[src/rtl/conv11_ctrl.sv]
// conv11_ctrl -- sequencer for a 1x1 convolution layer.
// Walks N_CH output-channel groups; for each group it requests a weight load,
// then enables the datapath for N_PIX output beats. All outputs are registered.
//
// Ports:
//   clk         clock, rising edge
//   rst         asynchronous active-high reset
//   cfg_start   single-cycle layer-start request (accepted only in IDLE)
//   abort       level; cancels the layer in progress
//   wload_req   weight-load request for group ch_idx
//   wload_ack   pulse: weights for the group are loaded
//   dp_start    enable level to the output-stage datapath
//   dp_beat     pulse per accepted output beat
//   ch_idx      current channel group
//   pix_idx     beats completed in the current group
//   busy        high in every state except IDLE
//   layer_done  single-cycle pulse at layer completion
//   err         sticky protocol-error flag (dp_beat outside RUN)
module conv11_ctrl #(
   parameter int N_CH  = 8,
   parameter int N_PIX = 16,
   parameter int CW    = 8
) (
   input  logic          clk,
   input  logic          rst,
   input  logic          cfg_start,
   input  logic          abort,
   output logic          wload_req,
   input  logic          wload_ack,
   output logic          dp_start,
   input  logic          dp_beat,
   output logic [CW-1:0] ch_idx,
   output logic [CW-1:0] pix_idx,
   output logic          busy,
   output logic          layer_done,
   output logic          err
);

   typedef enum logic [1:0] {IDLE, LOAD_W, RUN, DONE} state_t;

   localparam logic [CW-1:0] CH_LAST  = CW'(N_CH - 1);
   localparam logic [CW-1:0] PIX_LAST = CW'(N_PIX - 1);
   localparam logic [CW-1:0] ONE      = CW'(1);

   state_t        state_q, state_d;
   logic          wload_req_q, wload_req_d;
   logic          dp_start_q, dp_start_d;
   logic [CW-1:0] ch_idx_q, ch_idx_d;
   logic [CW-1:0] pix_idx_q, pix_idx_d;
   logic          busy_q, busy_d;
   logic          layer_done_q, layer_done_d;
   logic          err_q, err_d;

   always_comb begin
      state_d      = state_q;
      wload_req_d  = wload_req_q;
      dp_start_d   = dp_start_q;
      ch_idx_d     = ch_idx_q;
      pix_idx_d    = pix_idx_q;
      layer_done_d = 1'b0;
      err_d        = err_q;

      // abort outranks every other input outside IDLE; a beat arriving with
      // it is discarded and does not count as a protocol error.
      if (abort && state_q != IDLE) begin
         state_d     = IDLE;
         wload_req_d = 1'b0;
         dp_start_d  = 1'b0;
         ch_idx_d    = '0;
         pix_idx_d   = '0;
      end else begin
         unique case (state_q)
            IDLE: begin
               if (cfg_start) begin
                  state_d     = LOAD_W;
                  ch_idx_d    = '0;
                  pix_idx_d   = '0;
                  wload_req_d = 1'b1;
                  dp_start_d  = 1'b0;
                  err_d       = 1'b0;
               end else if (dp_beat) begin
                  err_d = 1'b1;
               end
            end
            LOAD_W: begin
               if (dp_beat) err_d = 1'b1;
               if (wload_ack) begin
                  state_d     = RUN;
                  wload_req_d = 1'b0;
                  dp_start_d  = 1'b1;
                  pix_idx_d   = '0;
               end
            end
            RUN: begin
               if (dp_beat) begin
                  if (pix_idx_q == PIX_LAST) begin
                     dp_start_d = 1'b0;
                     pix_idx_d  = '0;
                     if (ch_idx_q == CH_LAST) begin
                        state_d      = DONE;
                        layer_done_d = 1'b1;
                     end else begin
                        state_d     = LOAD_W;
                        ch_idx_d    = ch_idx_q + ONE;
                        wload_req_d = 1'b1;
                     end
                  end else begin
                     pix_idx_d = pix_idx_q + ONE;
                  end
               end
            end
            DONE: begin
               state_d     = IDLE;
               ch_idx_d    = '0;
               pix_idx_d   = '0;
               wload_req_d = 1'b0;
               dp_start_d  = 1'b0;
               if (dp_beat) err_d = 1'b1;
            end
            default: state_d = IDLE;
         endcase
      end

      busy_d = (state_d != IDLE);
   end

   always_ff @(posedge clk or posedge rst) begin
      if (rst) begin
         state_q      <= IDLE;
         wload_req_q  <= 1'b0;
         dp_start_q   <= 1'b0;
         ch_idx_q     <= '0;
         pix_idx_q    <= '0;
         busy_q       <= 1'b0;
         layer_done_q <= 1'b0;
         err_q        <= 1'b0;
      end else begin
         state_q      <= state_d;
         wload_req_q  <= wload_req_d;
         dp_start_q   <= dp_start_d;
         ch_idx_q     <= ch_idx_d;
         pix_idx_q    <= pix_idx_d;
         busy_q       <= busy_d;
         layer_done_q <= layer_done_d;
         err_q        <= err_d;
      end
   end

   assign wload_req  = wload_req_q;
   assign dp_start   = dp_start_q;
   assign ch_idx     = ch_idx_q;
   assign pix_idx    = pix_idx_q;
   assign busy       = busy_q;
   assign layer_done = layer_done_q;
   assign err        = err_q;

endmodule

[config.mk]
export PLATFORM = sky130hd
export DESIGN_NAME = conv11_ctrl
export DESIGN_NICKNAME = d
export VERILOG_FILES = /design/src/rtl/conv11_ctrl.sv
export SDC_FILE = /design/constraint.sdc
export NUM_CORES = 1
export LEC_CHECK = 0
export ABC_AREA = 1
export CAP_MARGIN = 20
export CORE_MARGIN = 2
export CORE_UTILIZATION = 35
export CTS_BUF_LIST = sky130_fd_sc_hd__clkbuf_8
export DETAILED_ROUTE_END_ITERATION = 6
export HOLD_SLACK_MARGIN = 0.15
export PLACE_DENSITY = 0.63
export SYNTH_ARGS = -nofsm -noshare
export SYNTH_HDL_FRONTEND = slang
export SYNTH_SLANG_ARGS = --single-unit
[constraint.sdc]
create_clock -name clk -period 1.5 [get_ports clk]
set_clock_uncertainty 0.05 [all_clocks]
set_input_delay 0.3 -clock clk [delete_from_list [all_inputs] [get_ports clk]]
set_output_delay 0.3 -clock clk [all_outputs]
set_load 0.05 [all_outputs]
## After elaboration in Yosys (flattened, before gate mapping)

Cells that the tools add are included.

- Logic and storage cells: 72
- Flip-flop bits (word level): 23
- Output and inout port bits: 21

- $add $sub $neg: 2
- Reduce and logical (&&, ||, !) cells: 12
- Mux-type cells: 39
- Bitwise logic cells: 1
- Equality and inequality tests: 10

Operators with widths:

| cell | count |
|---|---|
| 2-to-1 mux 8 bit | 9 |
| case mux 8 bit (4 select lines) | 1 |
| case mux 8 bit (3 select lines) | 1 |
| 2-to-1 mux 1 bit | 18 |
| adder 8 x 1 -> 8 bit, second input constant | 2 |
| != test 3 bit, second input constant | 5 |
| 2-to-1 mux 2 bit | 6 |
| AND reduction 5 bit | 2 |
| == test 8 x 3 -> 1 bit, second input constant | 1 |
| == test 8 x 4 -> 1 bit, second input constant | 1 |
| case mux 1 bit (4 select lines) | 2 |
| case mux 2 bit (4 select lines) | 1 |
| nonzero test 2 bit | 3 |
| == test 2 bit, second input constant | 2 |
| AND reduction 4 bit | 1 |
| nonzero test 4 bit | 1 |
| AND reduction 3 bit | 1 |
| == test 2 x 1 -> 1 bit, second input constant | 1 |
| zero test 2 bit | 1 |
| case mux 1 bit (2 select lines) | 1 |
| AND reduction 2 bit | 1 |
| OR reduction 2 bit | 1 |
| logical AND 1 bit | 1 |
| inverter 1 bit | 1 |

## Longest topological paths before layout

Gate-level depths: netlist (run 1).

- Depth in word-level cells: 7
- Gate-level depth with buffers: 9
- Mapped depth without buffers: 9

## Worst setup path before layout (run 1)

No wires, ideal clock.

- Kind: flip-flop to flip-flop
- Start point: register pix_idx_q[1], in the netlist pix_idx[1]
- End point: register wload_req_q, in the netlist wload_req
- Data arrival time: 1.718 ns
- Slack: -0.387 ns
- Stages on the path, launching flop included: 9
- Required time: 1.331 ns
- Library setup time: 0.119 ns
- Cells stage by stage: dfrtp_1 ha_1 nand3_1 nor2_1 nor2_2 nor2_1 nand2_1 nand2_1 nand2_1

- Cells in the longest elaborated chain, start to end: 3

Ends and longest elaborated chain:

| element | line | source |
|---|---|---|
| start: declaration | 49 | `logic [CW-1:0] pix_idx_q, pix_idx_d;` |
| start signal: assignment | 142 | `pix_idx_q <= pix_idx_d;` |
| == test 8 x 4 -> 1 bit | 96 | `if (pix_idx_q == PIX_LAST) begin` |
| != test 3 bit (no source line) | n/a |  |
| AND reduction 5 bit (no source line) | n/a |  |
| end signal: assignment | 139 | `wload_req_q <= wload_req_d;` |
| end: declaration | 46 | `logic wload_req_q, wload_req_d;` |

No other way between the ends.
A chain may end at the register's enable or synchronous reset.

## Worst setup path in the final report (run 1)

Ends and elaborated chain as after synthesis.

==> impl_metrics.py, run 1 <==
metrics = {
    "final_layout": {
        "layout.cells.most_common": "sky130_fd_sc_hd__nand2_1",
        "layout.nets": 274,
        "drive_gt1_share_pct": 34.7,
        "mostFrequentLayoutCells": "sky130_fd_sc_hd__nand2_1 (67), sky130_fd_sc_hd__buf_4 (31), sky130_fd_sc_hd__inv_1 (25), sky130_fd_sc_hd__nor2_1 (24), sky130_fd_sc_hd__buf_12 (21)",
        "layoutNonFillerInstCount": 313,
        "layout.core_utilization_pct": 60.8,
        "n_antenna_cell": 0,
        "areaGrowthSynthToFinish_pct": 63.1,
    },
    "floorplan": {
        "design.die.area_sq_um": 4510,
        "io-pin-count": 27,
        "die-height_um": 67.1,
        "rows": 22,
        "floorplan.initialDensity_pct": 37.3,
        "design.core.area_sq_um": 3740,
        "fp.dieW_um": 67.1,
    },
    "pwr": {
        "power_per_cell_area_nw_per_um2": 1240,
        "power.total_uw": 2830,
        "vdd.ir_drop.worst_mv": 0.997,
        "p_leak_uw": 0.00109,
    },
    "worst_setup_path": {
        "chain_of_cells_forming_the_critical_path": "ha_4 -> nand3_4 -> nor2_2 -> nor2_2 -> nor2_2 -> nand2_1 -> nand2_1 -> nand2_1",
        "ws_path_type": "flop to flop",
        "number_of_buffer_and_inverter_stages_on_the_critical_path": 0,
        "path_max_fanout": 4,
        "startpoint_type": "flop",
        "critical-path-slowest-cell": "sky130_fd_sc_hd__dfrtp_2",
        "end_kind": "flop",
        "critPathRequiredTime_ns": 1.61,
        "path_delay_family": "simple AND/OR/NAND/NOR gates",
        "cp_data_arrival_time_ns": 1.54,
        "crit_path_max_incr_delay_ns": 0.39,
    },
    "timing": {
        "finalHoldViolCount": 0,
        "max_clock_freq_mhz": 697,
        "report.final.slew_viol_count": 0,
        "grt_setup_unrepaired": "true",
        "timing.max_slew.rel_slack_pct": 79.6,
        "setup_viol": 0,
        "finalWorstPathRequiredPeriod_ns": 1.43,
        "fin_worst_hold_slack_ns": 0.322,
        "tightestPinTransition_ns": 0.306,
        "fin_crit_sh_pct": 95.7,
        "setup_ws_ns": 0.0652,
    },
    "run": {
        "max_cap_violations": 0,
    },
    "outcome": {
        "status": "finished, final reports clean",
    },
    "grt": {
        "grt_use_total_pct": 18.3,
        "largest_net_degree_at_the_start_of_global_routing": 24,
        "initial_antenna_violation_count": 0,
        "grt_pass1_wl_um": 6330,
        "first_global_vias": 1408,
        "gr-total-overflow": 0,
    },
    "synth": {
        "yosys_warnings": 0,
        "postSynthRegisterBits": 23,
        "synth_nets": 213,
        "synth_simple_gate_area_share_pct": 40.4,
        "synthMuxAreaShare_pct": 0,
        "synth_top_family_by_area": "simple AND/OR/NAND/NOR gates",
        "synthDistinctLibCells": 20,
        "synth-compound-area-share_pct": 8.16,
        "mappedNetlistArea_sq_um": 1400,
        "yosys.area_share.xor_xnor_pct": 0,
        "postSynthCellCount": 205,
        "avgSynthCellArea_sq_um": 6.81,
        "synth-adder-area-share_pct": 1.79,
        "yosysSeqAreaShare_pct": 41.3,
    },
    "clocking": {
        "cts.sinks": 23,
        "ctsRootBufferMaster": "sky130_fd_sc_hd__clkbuf_8",
        "clk-insertion-delay-late_ns": 0.27,
        "cts_tree": "built",
        "cts_htree_levels": 1,
        "clkTransAtPathRegs_ns": 0.08,
        "number_of_cts_inserted_buffers": 3,
        "postCtsHoldBufs": 0,
        "ctsLongestPathBuffers": 2,
    },
    "placement": {
        "dpl.hpwl_um": 2700,
        "post-place-ws_ns": -0.224,
        "io_buffers": 26,
        "gpl.final_weighted_congestion": 0.864,
        "numPlacedInstances": 307,
    },
    "route": {
        "top_signal_layer_used": "met4",
        "detailed_routing_iteration_count_for_the_pre_antenna_repair_pass": 4,
        "detailroute.wirelength.met3_um": 186,
        "detail_route.wirelength_um": 3480,
        "vias": 1447,
        "avgRoutedWirePerCell_um": 11.1,
        "starting_drt_drc_count": 78,
        "drt_drc_violations_left": 0,
        "wl_met1_um": 1620,
        "wl_met2_um": 1630,
        "detail-route-antenna-nets": 0,
        "routed_via_density": 4.62,
    },
    "hold_path": {
        "path_category_of_the_worst_min_delay_check": "input pin to asynchronous set/reset pin",
    },
}
[timing repair]
action | 4_1_cts | 5_1_grt
setup buffers | 0 | 2
endpoints found under the setup margin | 0 | 15
hold endpoints to repair | 0 | 0
resized for setup | 0 | 4
[state kept, by name, summed over array words and instances (netlist names)]
register,count
ch_idx,8
state_q,2
busy,1
dp_start,1
err,1
pix_idx,8
layer_done,1
wload_req,1
[metrics by stage]
| step | instance area [sq um] | TNS, ns |
|---|---|---|
| global placement | 2210 | -3.00 |
| finish | 2280 | 0 |
| CTS | 2250 | 0 |
| detailed placement | 2210 | -3.87 |
| global route | 2280 | -0.408 |
| floorplan | 1470 | -0.0406 |
[metal layers]
| metal | GRT usage [%] | vias up |
|---|---|---|
| li1 | - | 765 |
| met1 | 27.0 | 633 |
| met2 | 28.3 | 44 |
| met3 | 2.00 | 5 |
| met4 | 5.36 | 0 |
| met5 | 0 | - |
[worst reg2reg max path, cell delays in order (launching register included)]
cell and delay (ns):
sky130_fd_sc_hd__dfrtp_2 0.39, sky130_fd_sc_hd__ha_4 0.17, sky130_fd_sc_hd__nand3_4 0.11, sky130_fd_sc_hd__nor2_2 0.18, sky130_fd_sc_hd__nor2_2 0.10, sky130_fd_sc_hd__nor2_2 0.15
sky130_fd_sc_hd__nand2_1 0.07, sky130_fd_sc_hd__nand2_1 0.06, sky130_fd_sc_hd__nand2_1 0.04
[cell type report]
| type | instances | area (sq um) |
|---|---|---|
| Clock inverter | 1 | 3.75 |
| Tap cell | 48 | 60.1 |
| Clock buffer | 3 | 41.3 |
| Multi-Input combinational cell | 152 | 766 |
| Fill cell | 366 | 1470 |
| Timing Repair Buffer | 57 | 706 |
| Sequential cell | 23 | 591 |
| Inverter | 29 | 109 |
[path summary, 6_finish.rpt]
| kind | start | to | slack, ns | cells after the start |
|---|---|---|---|---|
| setup reg to reg | pix_idx[1]$_DFFE_PP0P_ | wload_req$_DFFE_PP0P_ | 0.07 | 8 |
| setup / recovery | pix_idx[1]$_DFFE_PP0P_ | wload_req$_DFFE_PP0P_ | 0.07 | 8 |
| hold / removal | rst | ch_idx[1]$_DFFE_PP0P_ | 0.32 | 3 |
| max in group asynchronous | rst | state_q[1]$_DFF_PP0_ | 0.81 | 3 |
| hold reg to reg | wload_req$_DFFE_PP0P_ | wload_req$_DFFE_PP0P_ | 0.49 | 2 |
| min in group clk | abort | err$_DFFE_PP0P_ | 0.48 | 4 |
[logic make-up after synthesis]
kind of cell             Yosys count
AO/OA/AOI/OAI                     21
adder cells (fa/ha/maj)            2
buffers and inverters             30
flip-flops                        23
AND/OR/NAND/NOR                  129
[Yosys cell counts]
cell	instances	area, sq um
sky130_fd_sc_hd__o211ai_1	1	7.51
sky130_fd_sc_hd__inv_1	24	90.1
sky130_fd_sc_hd__nor2_2	3	18.8
sky130_fd_sc_hd__nand2_1	71	267
sky130_fd_sc_hd__nor2_1	27	101
sky130_fd_sc_hd__nand3_2	3	30.0
sky130_fd_sc_hd__o21ai_0	5	25.0
sky130_fd_sc_hd__nand4_1	2	12.5
sky130_fd_sc_hd__o21ai_2	1	8.76
sky130_fd_sc_hd__buf_4	1	7.51
sky130_fd_sc_hd__a21oi_1	5	25.0
sky130_fd_sc_hd__nand3_1	16	80.1
sky130_fd_sc_hd__nor2_4	3	33.8
sky130_fd_sc_hd__nor3_1	3	15.0
sky130_fd_sc_hd__a22oi_1	1	7.51
sky130_fd_sc_hd__inv_2	5	18.8
sky130_fd_sc_hd__o21ai_1	8	40.0
sky130_fd_sc_hd__ha_1	2	25.0
sky130_fd_sc_hd__dfrtp_1	23	576
sky130_fd_sc_hd__nor4_1	1	6.26
[power by group]
group	leakage (uW)	total, uW	switching (uW)	internal (uW)
Sequential	0.000292	838	111	727
Combinational	0.000775	1610	911	702
Clock	0.0000269	381	198	183
No activity file was read; power rests on OpenSTA's default activity.
==> inputs of run 2 (changes only) <==
- PLACE_DENSITY: 0.63 -> 0.61
- SLEW_MARGIN: default -> 20
- clock period: 1.5 -> 1.9 ns (I/O delays scaled with it)
==> run 2 against run 1 <==
Routed wire length down 6.8%. Final area fell by 23%. Maximum frequency shrank 15%. Flip-flop and latch count unchanged. Critical endpoint is now ch_idx[4]$_DFFE_PP0P_.
==> impl_metrics.py, run 2 (same netlist as run 1, synthesis figures left out) <==
metrics = {
    "grt": {
        "grt_use_total_pct": 16.8,
        "initial_antenna_violation_count": 0,
        "largest_net_degree_at_the_start_of_global_routing": 24,
        "gr-total-overflow": 0,
        "first_global_vias": 1305,
        "grt_pass1_wl_um": 5840,
    },
    "timing": {
        "grt_setup_unrepaired": "false",
        "timing.max_slew.rel_slack_pct": 79.5,
        "fin_crit_sh_pct": 89.0,
        "tightestPinTransition_ns": 0.307,
        "setup_ws_ns": 0.210,
        "report.final.slew_viol_count": 0,
        "setup_viol": 0,
        "max_clock_freq_mhz": 592,
        "finalHoldViolCount": 0,
        "setup_total_negative_slack_ns": 0,
        "finalWorstPathRequiredPeriod_ns": 1.69,
    },
    "worst_setup_path": {
        "chain_of_cells_forming_the_critical_path": "ha_1 -> nand3_1 -> o21ai_2 -> nand2_1 -> nor2_4 -> nand2_1 -> nand2_1",
        "end_kind": "flop",
        "regToRegEndpoint": "ch_idx[4]$_DFFE_PP0P_",
        "setup.worst_path.start": "pix_idx[1]$_DFFE_PP0P_",
        "critPathRequiredTime_ns": 2.06,
        "critical-path-slowest-cell": "sky130_fd_sc_hd__dfrtp_1",
        "ff2ff_path_depth": 7,
        "worst_path_most_repeated_cell": "sky130_fd_sc_hd__nand2_1",
        "startpoint_type": "flop",
        "setup.worst_path.end": "ch_idx[4]$_DFFE_PP0P_",
        "r2r-start": "pix_idx[1]$_DFFE_PP0P_",
        "cp_data_arrival_time_ns": 1.85,
        "worst-r2r-setup-slack_ns": 0.21,
        "path_max_fanout": 8,
        "crit_path_max_incr_delay_ns": 0.40,
        "ws_path_type": "flop to flop",
    },
    "route": {
        "detailed_routing_iteration_count_for_the_pre_antenna_repair_pass": 4,
        "detail-route-antenna-nets": 0,
        "avgRoutedWirePerCell_um": 11.3,
        "top_signal_layer_used": "met4",
        "starting_drt_drc_count": 77,
        "detail_route.wirelength_um": 3250,
        "detailroute.wirelength.met3_um": 143,
        "wl_met1_um": 1570,
        "wl_met2_um": 1530,
        "routed_via_density": 4.74,
        "drt_drc_violations_left": 0,
        "vias": 1365,
    },
    "clocking": {
        "cts.sinks": 23,
        "ctsResizeCount": 0,
        "clkTransAtPathRegs_ns": 0.09,
        "postCtsHoldBufs": 0,
        "ctsLongestPathBuffers": 2,
        "post_cts_setup_driven_buffer_insertion_count": 0,
        "cts_htree_levels": 1,
        "ctsRootBufferMaster": "sky130_fd_sc_hd__clkbuf_8",
        "number_of_cts_inserted_buffers": 3,
        "clk-insertion-delay-late_ns": 0.27,
        "cts_tree": "built",
    },
    "pwr": {
        "power.total_uw": 1890,
        "vdd.ir_drop.worst_mv": 0.880,
        "p_leak_uw": 0.000916,
        "power_per_cell_area_nw_per_um2": 1080,
    },
    "floorplan": {
        "rows": 22,
        "fp.dieW_um": 67.1,
        "design.core.area_sq_um": 3740,
        "floorplan.initialDensity_pct": 37.3,
        "design.die.area_sq_um": 4510,
        "die-height_um": 67.1,
        "io-pin-count": 27,
    },
    "hold_path": {
        "path_category_of_the_worst_min_delay_check": "input pin to asynchronous set/reset pin",
    },
    "placement": {
        "post-place-ws_ns": 0.0423,
        "gpl.final_weighted_congestion": 0.811,
        "dpl.hpwl_um": 2490,
        "io_buffers": 26,
    },
    "outcome": {
        "status": "finished, final reports clean",
    },
    "final_layout": {
        "layout.filler_cells": 423,
        "layout.nets": 249,
        "drive_gt1_share_pct": 19.6,
        "layout.cells.most_common": "sky130_fd_sc_hd__nand2_1",
        "mostFrequentLayoutCells": "sky130_fd_sc_hd__nand2_1 (71), sky130_fd_sc_hd__buf_4 (27), sky130_fd_sc_hd__nor2_1 (26), sky130_fd_sc_hd__inv_1 (24), sky130_fd_sc_hd__dfrtp_1 (23)",
        "n_antenna_cell": 0,
        "areaGrowthSynthToFinish_pct": 25.4,
    },
    "run": {
        "max_cap_violations": 0,
    },
}
## run 2: power by group
group,switching [uW],internal [uW]
Combinational,653,282
Clock,164,147
Sequential,73.9,568
Total,891,996
## run 2: worst min-delay path by stage
stage / depth (start not counted) / slack, ns / end / startpoint
6_report: 3 / 0.40 / layer_done$_DFF_PP0_ / rst
5_1_grt: 3 / 0.43 / wload_req$_DFFE_PP0P_ / rst
4_1_cts: 3 / 0.41 / ch_idx[7]$_DFFE_PP0P_ / rst
3_5_place_dp: 2 / 0.42 / wload_req$_DFFE_PP0P_ / wload_req$_DFFE_PP0P_
3_3_place_gp: 2 / 0.41 / wload_req$_DFFE_PP0P_ / wload_req$_DFFE_PP0P_
2_1_floorplan: 1 / 0.33 / busy$_DFF_PP0_ / rst
## run 2: layout make-up
type	instances	area [sq um]	share of cell area, %
Timing Repair Buffer	32	253	14.4
Clock inverter	1	5.00	0.286
Inverter	29	109	6.22
Multi-Input combinational cell	152	706	40.3
Clock buffer	3	41.3	2.36
Sequential cell	23	576	32.9
Tap cell	48	60.1	3.43
## run 2: worst max-delay path: cells and delay by family (launching register included)
family	cells	cell delay [ns]
simple gates	5	0.66
flops	1	0.40
fa+ha+maj	1	0.27
compound gates	1	0.25
## run 2: stage by stage
stage	cell area [sq um]	hold WS (ns)	utilization, %	cells
6_report	1750	0.402	46.7	288
5_1_grt	1750	0.431	46.7	288
4_1_cts	1750	0.411	46.7	288
3_5_place_dp	1700	0.418	45.4	284
3_3_place_gp	1700	0.415	45.4	284
2_1_floorplan	1400	0.332	-	205
## run 2: routing by layer
metal / global-route usage [%] / up-vias
li1: - / 716
met1: 22.6 / 620
met2: 28.0 / 27
met3: 3.83 / 2
met4: 3.06 / 0
met5: 0 / -
